[src/rtl/pdm2pcm_pkg.sv]
// Shared types and helpers for the PDM2PCM microphone front end.
package pdm2pcm_pkg;

  localparam int unsigned DIV_W = 8;

  localparam logic PDM_CHANNEL_LEFT  = 1'b0;
  localparam logic PDM_CHANNEL_RIGHT = 1'b1;

  typedef enum logic [1:0] {MIC_IDLE, MIC_WAKEUP, MIC_RUN} pdm_mic_state_t;

  typedef struct packed {
    logic pdm;
    logic valid;
    logic channel;
  } pdm_sample_t;

  // Raises the divisor to the minimum that still lets the synchronizer settle per half-period.
  function automatic logic [DIV_W-1:0] clamp_divisor(input logic [DIV_W-1:0] d,
                                                     input int unsigned min_d);
    if (d < DIV_W'(min_d)) return DIV_W'(min_d);
    return d;
  endfunction

endpackage

[src/rtl/pdm_clock_divider.sv]
// PDM clock generator: half-period counter, divisor latch/clamp, toggle and rising strobes.
module pdm_clock_divider
  import pdm2pcm_pkg::*;
#(
  parameter int unsigned MIN_DIV = 2
) (
  input  logic             clk_i,
  input  logic             rst_n_i,
  input  logic             active,
  input  logic             load,
  input  logic [DIV_W-1:0] divisor,
  output logic             pdm_clk,
  output logic             toggle_c,
  output logic             rising_c
);

  logic [DIV_W-1:0] cnt_q;
  logic [DIV_W-1:0] div_q;

  assign toggle_c = active && (cnt_q == div_q);
  assign rising_c = toggle_c && !pdm_clk;

  // Divisor is re-latched only at half-period boundaries so a change never truncates one.
  always_ff @(posedge clk_i or negedge rst_n_i) begin
    if (!rst_n_i) begin
      cnt_q   <= '0;
      div_q   <= DIV_W'(MIN_DIV);
      pdm_clk <= 1'b0;
    end else begin
      if (load) div_q <= clamp_divisor(divisor, MIN_DIV);
      if (!active) begin
        cnt_q   <= '0;
        pdm_clk <= 1'b0;
      end else if (toggle_c) begin
        cnt_q   <= '0;
        pdm_clk <= ~pdm_clk;
        div_q   <= clamp_divisor(divisor, MIN_DIV);
      end else begin
        cnt_q <= cnt_q + DIV_W'(1);
      end
    end
  end

endmodule

[src/rtl/pdm2pcm_mic_interface.sv]
// PDM microphone interface: mic clock, data synchronizer, wake-up masking and sample strobes.
// Define PDM2PCM_STEREO_EN to emit both edges (L,R,L,R...) instead of the channel_sel_i edge only.
module pdm2pcm_mic_interface
  import pdm2pcm_pkg::*;
#(
  parameter int unsigned SYNC_STAGES    = 2,
  parameter int unsigned WAKEUP_PERIODS = 16
) (
  input  logic             clk_i,
  input  logic             rst_n_i,
  input  logic             clk_en_i,
  input  logic [DIV_W-1:0] clock_divisor_i,
  input  logic             channel_sel_i,
  output logic             pdm_clk_o,
  input  logic             pdm_data_i,
  output logic             pdm_o,
  output logic             valid_o,
  output logic             channel_o
);

  localparam int unsigned WAKE_W = $clog2(WAKEUP_PERIODS + 1);

  logic [SYNC_STAGES-1:0] sync_q;
  logic                   data_sync;
  pdm_mic_state_t         state_q;
  logic [WAKE_W-1:0]      wake_q;
  pdm_sample_t            out_q;
  logic                   active;
  logic                   load;
  logic                   toggle_c;
  logic                   rising_c;
  logic                   edge_ch;
  logic                   take;

  assign active    = clk_en_i && (state_q != MIC_IDLE);
  assign load      = clk_en_i && (state_q == MIC_IDLE);
  assign data_sync = sync_q[SYNC_STAGES-1];
  assign edge_ch   = pdm_clk_o ? PDM_CHANNEL_LEFT : PDM_CHANNEL_RIGHT;

`ifdef PDM2PCM_STEREO_EN
  assign take = 1'b1;
`else
  assign take = (edge_ch == channel_sel_i);
`endif

  pdm_clock_divider #(
    .MIN_DIV (SYNC_STAGES)
  ) u_div (
    .clk_i    (clk_i),
    .rst_n_i  (rst_n_i),
    .active   (active),
    .load     (load),
    .divisor  (clock_divisor_i),
    .pdm_clk  (pdm_clk_o),
    .toggle_c (toggle_c),
    .rising_c (rising_c)
  );

  // Mic data synchronizer, free-running regardless of enable.
  always_ff @(posedge clk_i or negedge rst_n_i) begin
    if (!rst_n_i) sync_q <= '0;
    else          sync_q <= {sync_q[SYNC_STAGES-2:0], pdm_data_i};
  end

  // The rising edge after WAKEUP_PERIODS counted ones closes the wake-up window,
  // so the first RUN sample is the falling edge that follows it.
  always_ff @(posedge clk_i or negedge rst_n_i) begin
    if (!rst_n_i) begin
      state_q <= MIC_IDLE;
      wake_q  <= '0;
      out_q   <= '0;
    end else begin
      out_q.valid <= 1'b0;
      if (!clk_en_i) begin
        state_q <= MIC_IDLE;
        wake_q  <= '0;
      end else begin
        case (state_q)
          MIC_IDLE: begin
            state_q <= MIC_WAKEUP;
            wake_q  <= '0;
          end
          MIC_WAKEUP: begin
            if (rising_c) begin
              if (wake_q == WAKE_W'(WAKEUP_PERIODS)) state_q <= MIC_RUN;
              else                                   wake_q  <= wake_q + WAKE_W'(1);
            end
          end
          MIC_RUN: begin
            if (toggle_c && take)
              out_q <= '{pdm: data_sync, valid: 1'b1, channel: edge_ch};
          end
          default: state_q <= MIC_IDLE;
        endcase
      end
    end
  end

  assign pdm_o     = out_q.pdm;
  assign valid_o   = out_q.valid;
  assign channel_o = out_q.channel;

endmodule

[config.mk]
export PLATFORM = sky130hd
export DESIGN_NAME = pdm2pcm_mic_interface
export DESIGN_NICKNAME = d
export VERILOG_FILES = /design/src/rtl/pdm2pcm_pkg.sv /design/src/rtl/pdm_clock_divider.sv /design/src/rtl/pdm2pcm_mic_interface.sv
export SDC_FILE = /design/constraint.sdc
export NUM_CORES = 1
export LEC_CHECK = 0
export BUFFER_PORTS_ARGS = -buffer_cell sky130_fd_sc_hd__buf_2
export CAP_MARGIN = 30
export CORE_MARGIN = 5
export CORE_UTILIZATION = 64
export CTS_BUF_LIST = sky130_fd_sc_hd__clkbuf_8
export DETAILED_ROUTE_END_ITERATION = 8
export MAX_ROUTING_LAYER = met4
export PLACE_DENSITY = 0.86
export SLEW_MARGIN = 0
export SYNTH_ARGS = -nofsm -noshare
export SYNTH_HDL_FRONTEND = slang
export SYNTH_SLANG_ARGS = --single-unit
[constraint.sdc]
create_clock -name clk_i -period 3 [get_ports clk_i]
set_clock_uncertainty 0.1 [all_clocks]
set_input_delay 0.3 -clock clk_i [delete_from_list [all_inputs] [get_ports clk_i]]
set_output_delay 0.3 -clock clk_i [all_outputs]
set_load 0.03 [all_outputs]
==> impl_results.md <==
- Vias post-DR: 1099
- Slowest stage cell on the critical path: nor3_1
- Die height: roughly 57 um
- Final Max Slew Viols: 0
- Net count, final: around 170
- Hold crit path type: primary input to register
- # IOs: 17
- Crit path launch type: register
- Tcrit/Tclk final: between 60 and 70%
- Util after Layout: between 70% and 80%
- Cts bufs inserted: 5
- Leak pwr: roughly 0.75 nW
- Area after DPL: ~0.0015 sq mm
- CP delay by family, top: simple AND/OR/NAND/NOR gates
- Post-route cell area: 0.00166 sq mm
- Final Hold Slack: between 0.04 and 0.05 ns
- PostCTS Resize Cnt: 0
- Postcts setup bufs: 0
- Placed cell count: 173
- RePlAce Congestion: 0.855
- Number of global-route vias before repair: 1129
- Chip Width: around 57 um
- Layer with the highest usage: met2
- Setup slack after layout: between 0.9 and 1 ns
- H-tree Lvls: 2
- R2R setup slack: slightly above 0.9 ns
- Total power density per cell area: ~550 mW/mm^2
- Synth Cell Area: between 0.001 and 0.0015 sq mm
- Slew @ Worst Pin: roughly 0.74 ns
- Most common cell after layout, fill and taps aside: dfrtp_1
- Sink Count: 29
- Starting density of the core: 66.2%
- TritonCTS clock tree: built
- Number of synthesized flops with an enable pin: 0
- Global-route wire length before repair: roughly 5000 um
- Area contributors post-synth: dfrtp_1 (49%), mux2_2 (6.3%), xnor2_1 (6.1%), nor2_1 (3.7%), xor2_1 (3.7%)
- Core Region: ~0.0022 sq mm
- # hold bufs at CTS: 1
- Layout area overhead: 15.4%
- Critical path type: register to register
- Seq cells post-synth: 29
- Multi-input logic area: roughly 670 sq um
- RSZ-0062 raised after global routing: no
- Clk buf depth: 2
- Share of cells above drive strength 1: between 20% and 30%
- Detailed Routing Iterations Pass 1: 4
- Rel. slew slack: about 50%
- Post-Synthesis Cells: between 100 and 150
- Post-DR vias/cell: approximately 6.0
- Drt total wl: between 2000 and 3000 um
- M3 GR Usage: 4.75%
- Final cell count without fillers: 182
- HPWL after DPL: approximately 2100 um
- GRT met1 Usage: 21.4%
- Gr usage total: 20.2%
- Final Hold Viols: 0
- Yosys warnings: 0
- Register area: between 700 and 800 sq um
- Final Power: around 0.91 mW
- Most frequent cells in the layout: dfrtp_1 (28), buf_2 (16), nor2_1 (14)
- Required @ worst endpoint: 3.05 ns
- Initial antenna violation count: 0
- Hold Startpoint: pdm_data_i
- DRC: 0
- Syn avg cell area: approximately 11 sq um
- Critical Path Fanout Max: 6
- Routed Antenna Nets: 0
- CP Data Arrival Time: around 2.1 ns
- R2R depth: 5
- Fill cells: 167
- Ant. Diodes: 0
- WHS Endpoint: sync_q[0]
- Synth Net Count: 150
- Port buffer count: 16
- Cell variety after synth: 38
- Clk slew on worst S/H paths: roughly 0.06 ns
- FP Rows: 17
- Clock latency on the worst-skew pair: 0.28 ns
- Top cell type's share of synthesized area: between 40% and 50%
- Origin of the worst setup path: u_div.div_q[1]
- Critical path buffers and inverters: 0
- Critical R2R Launch: u_div.div_q[1]
- Die footprint: 0.00329 sq mm
- # setup viols final: 0
- Met2 track demand over resource: 33.5%
- Status: completed
- Async set-or-reset flop fraction in the synthesized netlist: 100%
- Cell taking the most area after synthesis: dfrtp_1
- Critical R2R Capture: wake_q[3]
- Synth Flop Type: dfrtp_1
- Seq/Total Area, Yosys: a little over 50%
- Worst VDD drop: about 440 uV
- Largest net degree at the start of global routing: 30
- Aggregate global routing overflow: 0
- Pre-CTS WS: slightly below 1 ns
- Hold path cells: 1
- Sum Neg Setup Slack: 0 ns
- Crit-path max cell delay: 0.56 ns
- Crit path cell chain: xnor2_1 -> nand4_1 -> nor3_1 -> a41oi_1 -> a211o_1
- Max Cap Viol: 0
- Max frequency: between 400 and 500 MHz
- DRT iter0 DRCs: 33
- Final min period: slightly above 2 ns
- DR WL/cell: about 16 um
- CTS root buf: clkbuf_8
- Critical Path End Type: register
## flip-flops by register name, indices dropped and copies added (netlist names)
register	cells
sync_q	2
channel_o	1
wake_q	5
u_div.pdm_clk	1
u_div.cnt_q	8
u_div.div_q	8
pdm_o	1
state_q	2
valid_o	1
## where the power goes
| group | total, mW | switching [mW] | internal [mW] |
|---|---|---|---|
| clock network | 0.407 | 0.140 | 0.267 |
| registers | 0.431 | 0.0175 | 0.414 |
| logic | 0.0722 | 0.0344 | 0.0377 |
| total | 0.911 | 0.192 | 0.718 |
## worst reg2reg max path: cells and delay by family (launching register included)
family           cells  cell delay [ns]
AND/OR/NAND/NOR      2             0.72
XOR/XNOR             1             0.11
flip-flops           1             0.53
AO/OA/AOI/OAI        2             0.49
## worst max path at each step
stage / end / slack (ns) / cells after the start
finish: wake_q[3] / 0.93 / 5
global route: wake_q[3] / 0.72 / 5
CTS: wake_q[3] / 0.92 / 5
detailed placement: wake_q[3] / 0.97 / 5
global placement: wake_q[4] / 1.06 / 5
floorplan: wake_q[4] / 1.13 / 5
## cells by family (layout without fill, tap and decap cells)
logic type | count (synthesis) | after routing | synth area share (%)
AND/OR/NAND/NOR | 51 | 51 | 19.3
flip-flops | 29 | 29 | 50.6
AO/OA/AOI/OAI | 16 | 16 | 8.01
XOR/XNOR | 16 | 16 | 9.76
buffers and inverters | 10 | 30 | 2.70
multiplexers | 9 | 9 | 6.97
adder cells (fa/ha/maj) | 3 | 3 | 2.61
## routing by layer
metal,part of all wire (%),up-vias
li1,-,516
met1,40,532
met2,53,43
met3,5.2,8
met4,2.1,0
met5,0,-
## synthesized netlist by cell type (all sizes together), types with 2 or more instances
| cell type | n |
|---|---|
| o211ai | 2 |
| and3 | 5 |
| nand2 | 4 |
| dfrtp | 28 |
| a211o | 2 |
| nand2b | 2 |
| inv | 5 |
| xnor2 | 10 |
| or4 | 3 |
| nand4b | 2 |
| nor3 | 2 |
| a31oi | 3 |
| nand4 | 3 |
| o21ai | 2 |
| xor2 | 6 |
| nor2 | 15 |
| mux2 | 8 |
| clkbuf | 4 |
| nand3 | 8 |
| a21oi | 3 |
| ha | 3 |
## area by class of cell
| class | instances | share of cell area, % |
|---|---|---|
| inverter | 5 | 1.13 |
| multi-input combinational | 95 | 40.5 |
| clock inverter | 2 | 2.04 |
| timing repair buffer | 17 | 5.43 |
| clock buffer | 6 | 4.98 |
| sequential | 29 | 43.8 |
| tap | 28 | 2.11 |
Note: power is estimated with default switching activity, not from simulation.
